**config.mk**
```make
export PLATFORM = sky130hd
export DESIGN_NAME = priority_encoder
export DESIGN_NICKNAME = d
export VERILOG_FILES = /design/src/rtl/priority_encoder.sv
export SDC_FILE = /design/constraint.sdc
export NUM_CORES = 1
export LEC_CHECK = 0
export ABC_AREA = 1
export CAP_MARGIN = 15
export CORE_AREA = 5 5 42 44
export CTS_CLUSTER_DIAMETER = 100
export DETAILED_ROUTE_END_ITERATION = 8
export DIE_AREA = 0 0 47 49
export GPL_TIMING_DRIVEN = 1
export PLACE_DENSITY = 0.51
export SETUP_SLACK_MARGIN = 0.1
export SLEW_MARGIN = 20
export SYNTH_ARGS = -nofsm -noshare
export SYNTH_HDL_FRONTEND = slang
export SYNTH_SLANG_ARGS = --single-unit
```
**constraint.sdc**
```tcl
create_clock -name clk -period 0.8 [get_ports clk]
set_input_delay 0.24 -clock clk [delete_from_list [all_inputs] [get_ports clk]]
set_output_delay 0.24 -clock clk [all_outputs]
set_load 0.05 [all_outputs]
```
**src/rtl/priority_encoder.sv**
```systemverilog
// Registered 8-to-3 priority encoder: request h wins, a loses.
// Index and valid are captured on the rising edge; async active-low clear.
module priority_encoder (
   input  logic clk,
   input  logic rst_n,
   input  logic a,
   input  logic b,
   input  logic c,
   input  logic d,
   input  logic e,
   input  logic f,
   input  logic g,
   input  logic h,
   output logic out0,
   output logic out1,
   output logic out2,
   output logic valid
);

   logic [7:0] req;
   logic [2:0] idx;
   logic       any;
   logic [2:0] idx_q;
   logic       any_q;

   assign req = {h, g, f, e, d, c, b, a};

   // Ascending scan so the last (highest) set bit overrides lower ones.
   always_comb begin
      idx = 3'b000;
      any = |req;
      for (int i = 0; i < 8; i++) begin
         if (req[i]) begin
            idx = 3'(i);
         end
      end
   end

   always_ff @(posedge clk or negedge rst_n) begin
      if (!rst_n) begin
         idx_q <= 3'b000;
         any_q <= 1'b0;
      end else begin
         idx_q <= idx;
         any_q <= any;
      end
   end

   assign out0  = idx_q[0];
   assign out1  = idx_q[1];
   assign out2  = idx_q[2];
   assign valid = any_q;

endmodule

```
== Yosys cells after proc, flatten, opt, wreduce, memory -nomap -nowiden ==
Index checks and enable logic that the tools add are counted.
Widths: inputs -> output; s select.

* Mux-type cells: 7
* Reductions and logical operators: 1

{| class="wikitable"
|+ Operators with widths
! operator !! number
|-
| $mux 3 || 5
|-
| $reduce_or 8->1 || 1
|-
| $mux 2 || 1
|-
| $mux 1 || 1
|}

* Logic and storage cells: 10
* Output and inout bits: 4
* Input bits: 10
* Register bits: 4

== Longest topological paths before layout ==
Gate-level depths: netlist (run 1).

* Depth in word-level cells: 7
* Mapped depth: 7
* Depth with buffers taken out: 7

== Least setup slack after synthesis (run 1) ==
OpenSTA, ideal clock, no wires.

* Path kind: flip-flop to output port
* From: register idx_q[0]
* To: output out0
* Data required time: 560 ps
* Cell stages (with the launch flop): 1
* Path slack: -26 ps
* Buffers on the path: 0
* Arrival time: 586 ps
* Cell sequence: dfrtp_1

{| class="wikitable"
|+ RTL lines
! element !! RTL line !! RTL
|-
| start: declaration || 23 || <nowiki>logic [2:0] idx_q;</nowiki>
|-
| start signal: assignment || 44 || <nowiki>idx_q <= idx;</nowiki>
|-
| end: declaration || 14 || <nowiki>output logic out0,</nowiki>
|}

No word-level cell between the ends.

== Final worst setup path (run 1) ==
* From: register idx_q[0]
* To: output out0

No word-level cell between the ends.

==> impl_metrics.py, run 1 <==
metrics = {
    "outcome": {
        "status": "finished, violations left",
        "violations": "negative setup slack",
    },
    "clock_tree": {
        "ctsHoldBuffers": 0,
        "cts.sinks": 4,
        "clk_pin_slew_ns": 0.04,
        "max-clock-path-buffers": 2,
        "numCtsBuffers": 3,
        "cts_max_level": 1,
        "cts_root_buf": "clkbuf_4",
        "cts_tree": "done",
    },
    "worst_setup_path": {
        "crit_fanout": 1,
        "endpoint_kind": "primary output",
        "cp.arrival_ns": 0.78,
        "slowest_delay_ns": 0.40,
        "critPathRequiredTime_ns": 0.56,
        "crit_buf_inv": 1,
        "crit_family": "flip-flops",
        "path_cells": "buf_12",
        "crit_type": "register to primary output",
        "cp_slowest_cell": "dfrtp_2",
        "cp-start-kind": "register",
    },
    "timing": {
        "final.setup.worst_slack_ns": -0.2199,
        "drv_slew": 0,
        "tightest_slew_ns": 0.1706,
        "hold_ws_ns": 0.2058,
        "period_needed_ns": 1.020,
        "rsz0062_at_grt": "true",
        "slew_headroom_pct": 88.59,
        "setup_viol": 4,
        "final_hold_viol_count": 0,
        "fin_crit_sh_pct": 127.5,
        "fmax_mhz": 980.5,
    },
    "power_and_ir_drop": {
        "p_sw_share_pct": 24.19,
        "p_leak_nw": 0.1983,
        "internal_power_uw": 447.9,
        "switchingPower_uw": 142.9,
        "power_frac_clock_pct": 40.8,
        "combPwrFrac_pct": 22.2,
        "seq_power_share_pct": 37.0,
        "total_power_uw": 590.8,
        "power_density_nw_per_um2": 1462,
        "ir_drop_v": 0.0003244,
    },
    "synth": {
        "yosysTopAreaCell": "dfrtp_1",
        "synth_seq_cells": 4,
        "synth_top_flop_cell": "dfrtp_1",
        "synth_cell_type_count": 6,
        "syn_area_um2": 177.7,
        "netlist_instances": 24,
        "synth-async-reset-ratio_pct": 100.0,
        "synth_top_area_share_pct": 56.34,
        "synth.area.top_cells": "dfrtp_1, nand2_1, inv_1",
        "yosysSeqAreaShare_pct": 56.34,
        "yosys-top-cells-count": "nand2_1, inv_1, dfrtp_1",
        "synth_nets": 34,
        "yosys_warnings": 0,
        "synth_edf_count": 0,
        "yosys.cell_count.top_type": "nand2_1",
        "syn_area_per_cell_um2": 7.403,
    },
    "global_route": {
        "grt.overflow.total": 0,
        "track_usage_pct": 4.459,
        "antenna_found_initial": 0,
        "grt_first_pass_wirelength_um": 641,
        "grt_max_degree": 5,
        "grt_pass1_vias": 189,
    },
    "routing": {
        "drtPass1Iterations": 2,
        "drtIter0Drc": 1,
        "drc": 0,
        "routed_wl_um": 411,
        "wl_per_cell_um": 7.211,
        "vias": 203,
        "via_per_inst": 3.561,
        "ant_nets": 0,
    },
    "finish": {
        "final.fill_count": 161,
        "drive_gt1_share_pct": 43.90,
        "final_cells": 57,
        "finalNetCount": 53,
        "diodes": 0,
        "final_util_pct": 28.84,
        "syn_to_final_growth_pct": 127.5,
    },
    "die": {
        "die_w_um": 47,
        "initial_core_util_pct": 12.68,
        "rows": 14,
        "dieArea_um2": 2303,
        "core_area_um2": 1401,
        "pin_count": 14,
        "chipHeight_um": 49,
    },
    "placement": {
        "hpwlAfterDp_um": 360.9,
        "io_buffers": 13,
        "globalplace.congestion": 0.5886,
        "dp.cells": 53,
    },
    "min_path": {
        "hold_path.class": "input pin to asynchronous set/reset pin",
    },
    "flow_run": {
        "cap_violations": 0,
    },
}
-- logic make-up (layout without fill, tap and decap cells) --
kind of cell           after synthesis  after routing  synth area share (%)
DFF                                  4              4                 56.34
buffers and inverters                6             23                 12.68
and+or+nand+nor                     14             14                 30.98
-- routing by layer --
layer | track usage (%) | wire length, um
met1 | 3.795 | 105
met4 | 9.677 | 21
met2 | 5.430 | 227
met3 | 0.3690 | 56
met5 | 0 | 0
-- state kept, by name (all words and copies together), names as in the netlist --
name,cells
idx_q,3
valid,1
-- path summary, 6_finish.rpt --
kind,startpoint,to,slack (ns),depth (start not counted)
min in group clk,b,valid,0.24,3
min,rst_n,idx_q[2],0.21,1
max,idx_q[0],out0,-0.22,1
max in group asynchronous,rst_n,valid,0.42,1
-- power by group through the flow --
stage	Sequential, mW	Combinational [mW]	Clock [mW]
after floorplan	0.245	0.0230	0
after global placement	0.221	0.135	0
after detailed placement	0.221	0.136	0
after CTS	0.219	0.129	0.256
after global routing	0.220	0.142	0.255
final	0.219	0.131	0.241
-- what timing repair did --
| action | 4_1_cts | 5_1_grt |
|---|---|---|
| buffers inserted | 1 | 0 |
| resized for setup | 11 | 6 |
| pin swaps | 8 | 0 |
| gates cloned | 0 | 0 |
| setup endpoints to repair | 8 | 7 |
-- final cells by class --
cell class / instances / area [um2] / area share, %
Sequential cell: 4 / 105.1 / 26.01
Clock buffer: 3 / 22.52 / 5.573
Inverter: 6 / 22.52 / 5.573
Multi-Input combinational cell: 14 / 67.56 / 16.72
Timing Repair Buffer: 14 / 166.4 / 41.18
Tap cell: 16 / 20.02 / 4.954
-- cells in the final DEF, fill, tap and decap left out --
| master | netlist | layout |
|---|---|---|
| clkdlybuf4s50_1 | 0 | 1 |
| clkdlybuf4s15_1 | 0 | 2 |
| buf_12 | 0 | 4 |
| inv_2 | 0 | 1 |
| clkbuf_2 | 0 | 1 |
| dfrtp_2 | 0 | 4 |
| buf_4 | 0 | 1 |
| clkbuf_4 | 0 | 3 |
| nand3_1 | 1 | 1 |
| nor2_2 | 0 | 2 |
| nand2_2 | 0 | 1 |
| inv_1 | 6 | 5 |
| nor3_2 | 0 | 1 |
| nand2_1 | 10 | 9 |
| dlygate4sd2_1 | 0 | 5 |
-- metrics by stage --
| stage | worst slack, ns | setup TNS (ns) | area (um2) |
|---|---|---|---|
| 4_1_cts | -0.2333 | -0.9248 | 397.9 |
| 2_1_floorplan | 0.07532 | 0 | 182.7 |
| 5_1_grt | -0.2422 | -0.9547 | 404.1 |
| 3_5_place_dp | -0.3392 | -1.208 | 372.9 |
| 6_report | -0.2199 | -0.8727 | 404.1 |
| 3_3_place_gp | -0.3382 | -1.182 | 372.9 |
No activity file was read; power rests on OpenSTA's default activity.
==> run 2: changes to the inputs <==
--- a/config.mk
+++ b/config.mk
@@ -6,13 +6,14 @@
 export NUM_CORES = 1
 export LEC_CHECK = 0
 export ABC_AREA = 1
-export CAP_MARGIN = 15
-export CORE_AREA = 5 5 42 44
+export CELL_PAD_IN_SITES_DETAIL_PLACEMENT = 2
+export CELL_PAD_IN_SITES_GLOBAL_PLACEMENT = 2
+export CORE_AREA = 5 5 47 45
 export CTS_CLUSTER_DIAMETER = 100
 export DETAILED_ROUTE_END_ITERATION = 8
-export DIE_AREA = 0 0 47 49
+export DIE_AREA = 0 0 52 50
 export GPL_TIMING_DRIVEN = 1
-export PLACE_DENSITY = 0.51
+export PLACE_DENSITY = 0.73
 export SETUP_SLACK_MARGIN = 0.1
 export SLEW_MARGIN = 20
 export SYNTH_ARGS = -nofsm -noshare
==> run 2 against run 1 <==
Net effect: global-route usage rose by 1.1 points; power rose by 1.8%; sequential share of layout area fell by 0.32 points; worst hold slack improved by 0.0076 ns; sequential power about the same; the flow still finishes with violations (negative setup slack); via count grew 3.4%; highest routed layer unchanged.
==> impl_metrics.py, run 2 (same netlist as run 1, synthesis figures left out) <==
metrics = {
    "finish": {
        "diodes": 0,
        "final_area_um2": 409.1,
        "regMostFlops": "idx_q",
        "seqCellArea_um2": 105.1,
        "multi_input_comb_area_um2": 67.56,
        "final_common_cell": "nand2_1",
        "final.fill_count": 185,
        "largest_reg_flops": 3,
        "layout_common_cells": "nand2_1, dlygate4sd2_1, inv_1, dfrtp_2, buf_12",
        "syn_to_final_growth_pct": 130.3,
        "finalNetCount": 53,
        "drive_gt1_share_pct": 48.78,
    },
    "routing": {
        "routed_wl_um": 528,
        "drtPass1Iterations": 1,
        "drc": 0,
        "ant_nets": 0,
        "wl_per_cell_um": 8.123,
        "vias": 210,
        "via_per_inst": 3.231,
        "drtIter0Drc": 0,
    },
    "clock_tree": {
        "cts_max_level": 1,
        "cts_tree": "done",
        "ctsHoldBuffers": 0,
        "numCtsBuffers": 3,
        "clk_pin_slew_ns": 0.04,
        "max-clock-path-buffers": 2,
        "cts_root_buf": "clkbuf_4",
        "cts.sinks": 4,
    },
    "die": {
        "pin_count": 14,
        "rows": 14,
        "die_w_um": 52,
        "core_area_um2": 1594,
        "dieArea_um2": 2600,
        "initial_core_util_pct": 11.15,
        "chipHeight_um": 50,
    },
    "worst_setup_path": {
        "crit_buf_inv": 1,
        "crit_family": "flip-flops",
        "slowest_delay_ns": 0.40,
        "cp_slowest_cell": "dfrtp_2",
        "path_cells": "buf_12",
        "cp.arrival_ns": 0.79,
        "cp-start-kind": "register",
        "critPathRequiredTime_ns": 0.56,
        "endpoint_kind": "primary output",
        "crit_fanout": 1,
        "crit_type": "register to primary output",
    },
    "power_and_ir_drop": {
        "total_power_uw": 601.2,
        "p_leak_nw": 0.1969,
        "power_density_nw_per_um2": 1469,
        "ir_drop_v": 0.0002999,
    },
    "timing": {
        "rsz0062_at_grt": "true",
        "setup_tns_ns": -0.9012,
        "final_hold_viol_count": 0,
        "setup_viol": 4,
        "tightest_slew_ns": 0.1937,
        "fin_crit_sh_pct": 128.5,
        "fmax_mhz": 972.8,
        "final.setup.worst_slack_ns": -0.2279,
        "drv_slew": 0,
        "period_needed_ns": 1.028,
        "slew_headroom_pct": 87.04,
    },
    "placement": {
        "pre_cts_slack_ns": -0.3983,
        "io_buffers": 13,
        "dpl_cell_area_um2": 390.4,
        "globalplace.congestion": 0.6109,
    },
    "global_route": {
        "track_usage_pct": 5.559,
        "grt_pass1_vias": 225,
        "grt_max_degree": 5,
        "grt.overflow.total": 0,
        "antenna_found_initial": 0,
        "grt_first_pass_wirelength_um": 924,
    },
    "outcome": {
        "status": "finished, violations left",
        "violations": "negative setup slack",
    },
    "flow_run": {
        "cap_violations": 0,
    },
    "min_path": {
        "hold_path.class": "input pin to asynchronous set/reset pin",
    },
}
-- run 2: timing repair --
action | 4_1_cts | 5_1_grt
setup buffers | 0 | 0
pin swaps | 9 | 0
hold endpoints to repair | 0 | 0
resized for setup | 16 | 3
setup endpoints to repair | 8 | 8
-- run 2: routing by layer --
| layer | vias to the layer above | track usage [%] | wire (um) |
|---|---|---|---|
| met5 | - | 0 | 0 |
| met4 | 0 | 6.550 | 16 |
| met3 | 3 | 3.614 | 36 |
| met2 | 12 | 8.577 | 308 |
| met1 | 93 | 4.137 | 168 |
| li1 | 102 | - | - |
-- run 2: stage by stage --
stage          std cells  hold WS [ns]  utilization [%]
2_1_floorplan         24      -0.05559                -
3_3_place_gp          62        0.4481            24.49
3_5_place_dp          62        0.4604            24.49
4_1_cts               65        0.2138            26.14
5_1_grt               65        0.2179            25.67
6_report              65        0.2134            25.67
-- run 2: final timing paths --
path	start	to	slack, ns	cells past startpoint
max	idx_q[0]	out0	-0.23	1
min	rst_n	idx_q[2]	0.21	1
max in group asynchronous	rst_n	idx_q[1]	0.40	1
min in group clk	b	valid	0.23	3
-- run 2: area by class of cell --
| type | count | area share, % |
|---|---|---|
| multi-input cells | 14 | 16.51 |
| repair buffers | 14 | 39.45 |
| inverters | 6 | 5.505 |
| well taps | 24 | 7.339 |
| clock buffers | 3 | 5.505 |
| flip-flops and latches | 4 | 25.69 |
-- run 2: power by group --
| group | internal, mW | total, mW | switching (mW) |
|---|---|---|---|
| Clock | 0.168 | 0.249 | 0.0812 |
| Combinational | 0.0670 | 0.133 | 0.0662 |
| Sequential | 0.213 | 0.219 | 0.00650 |
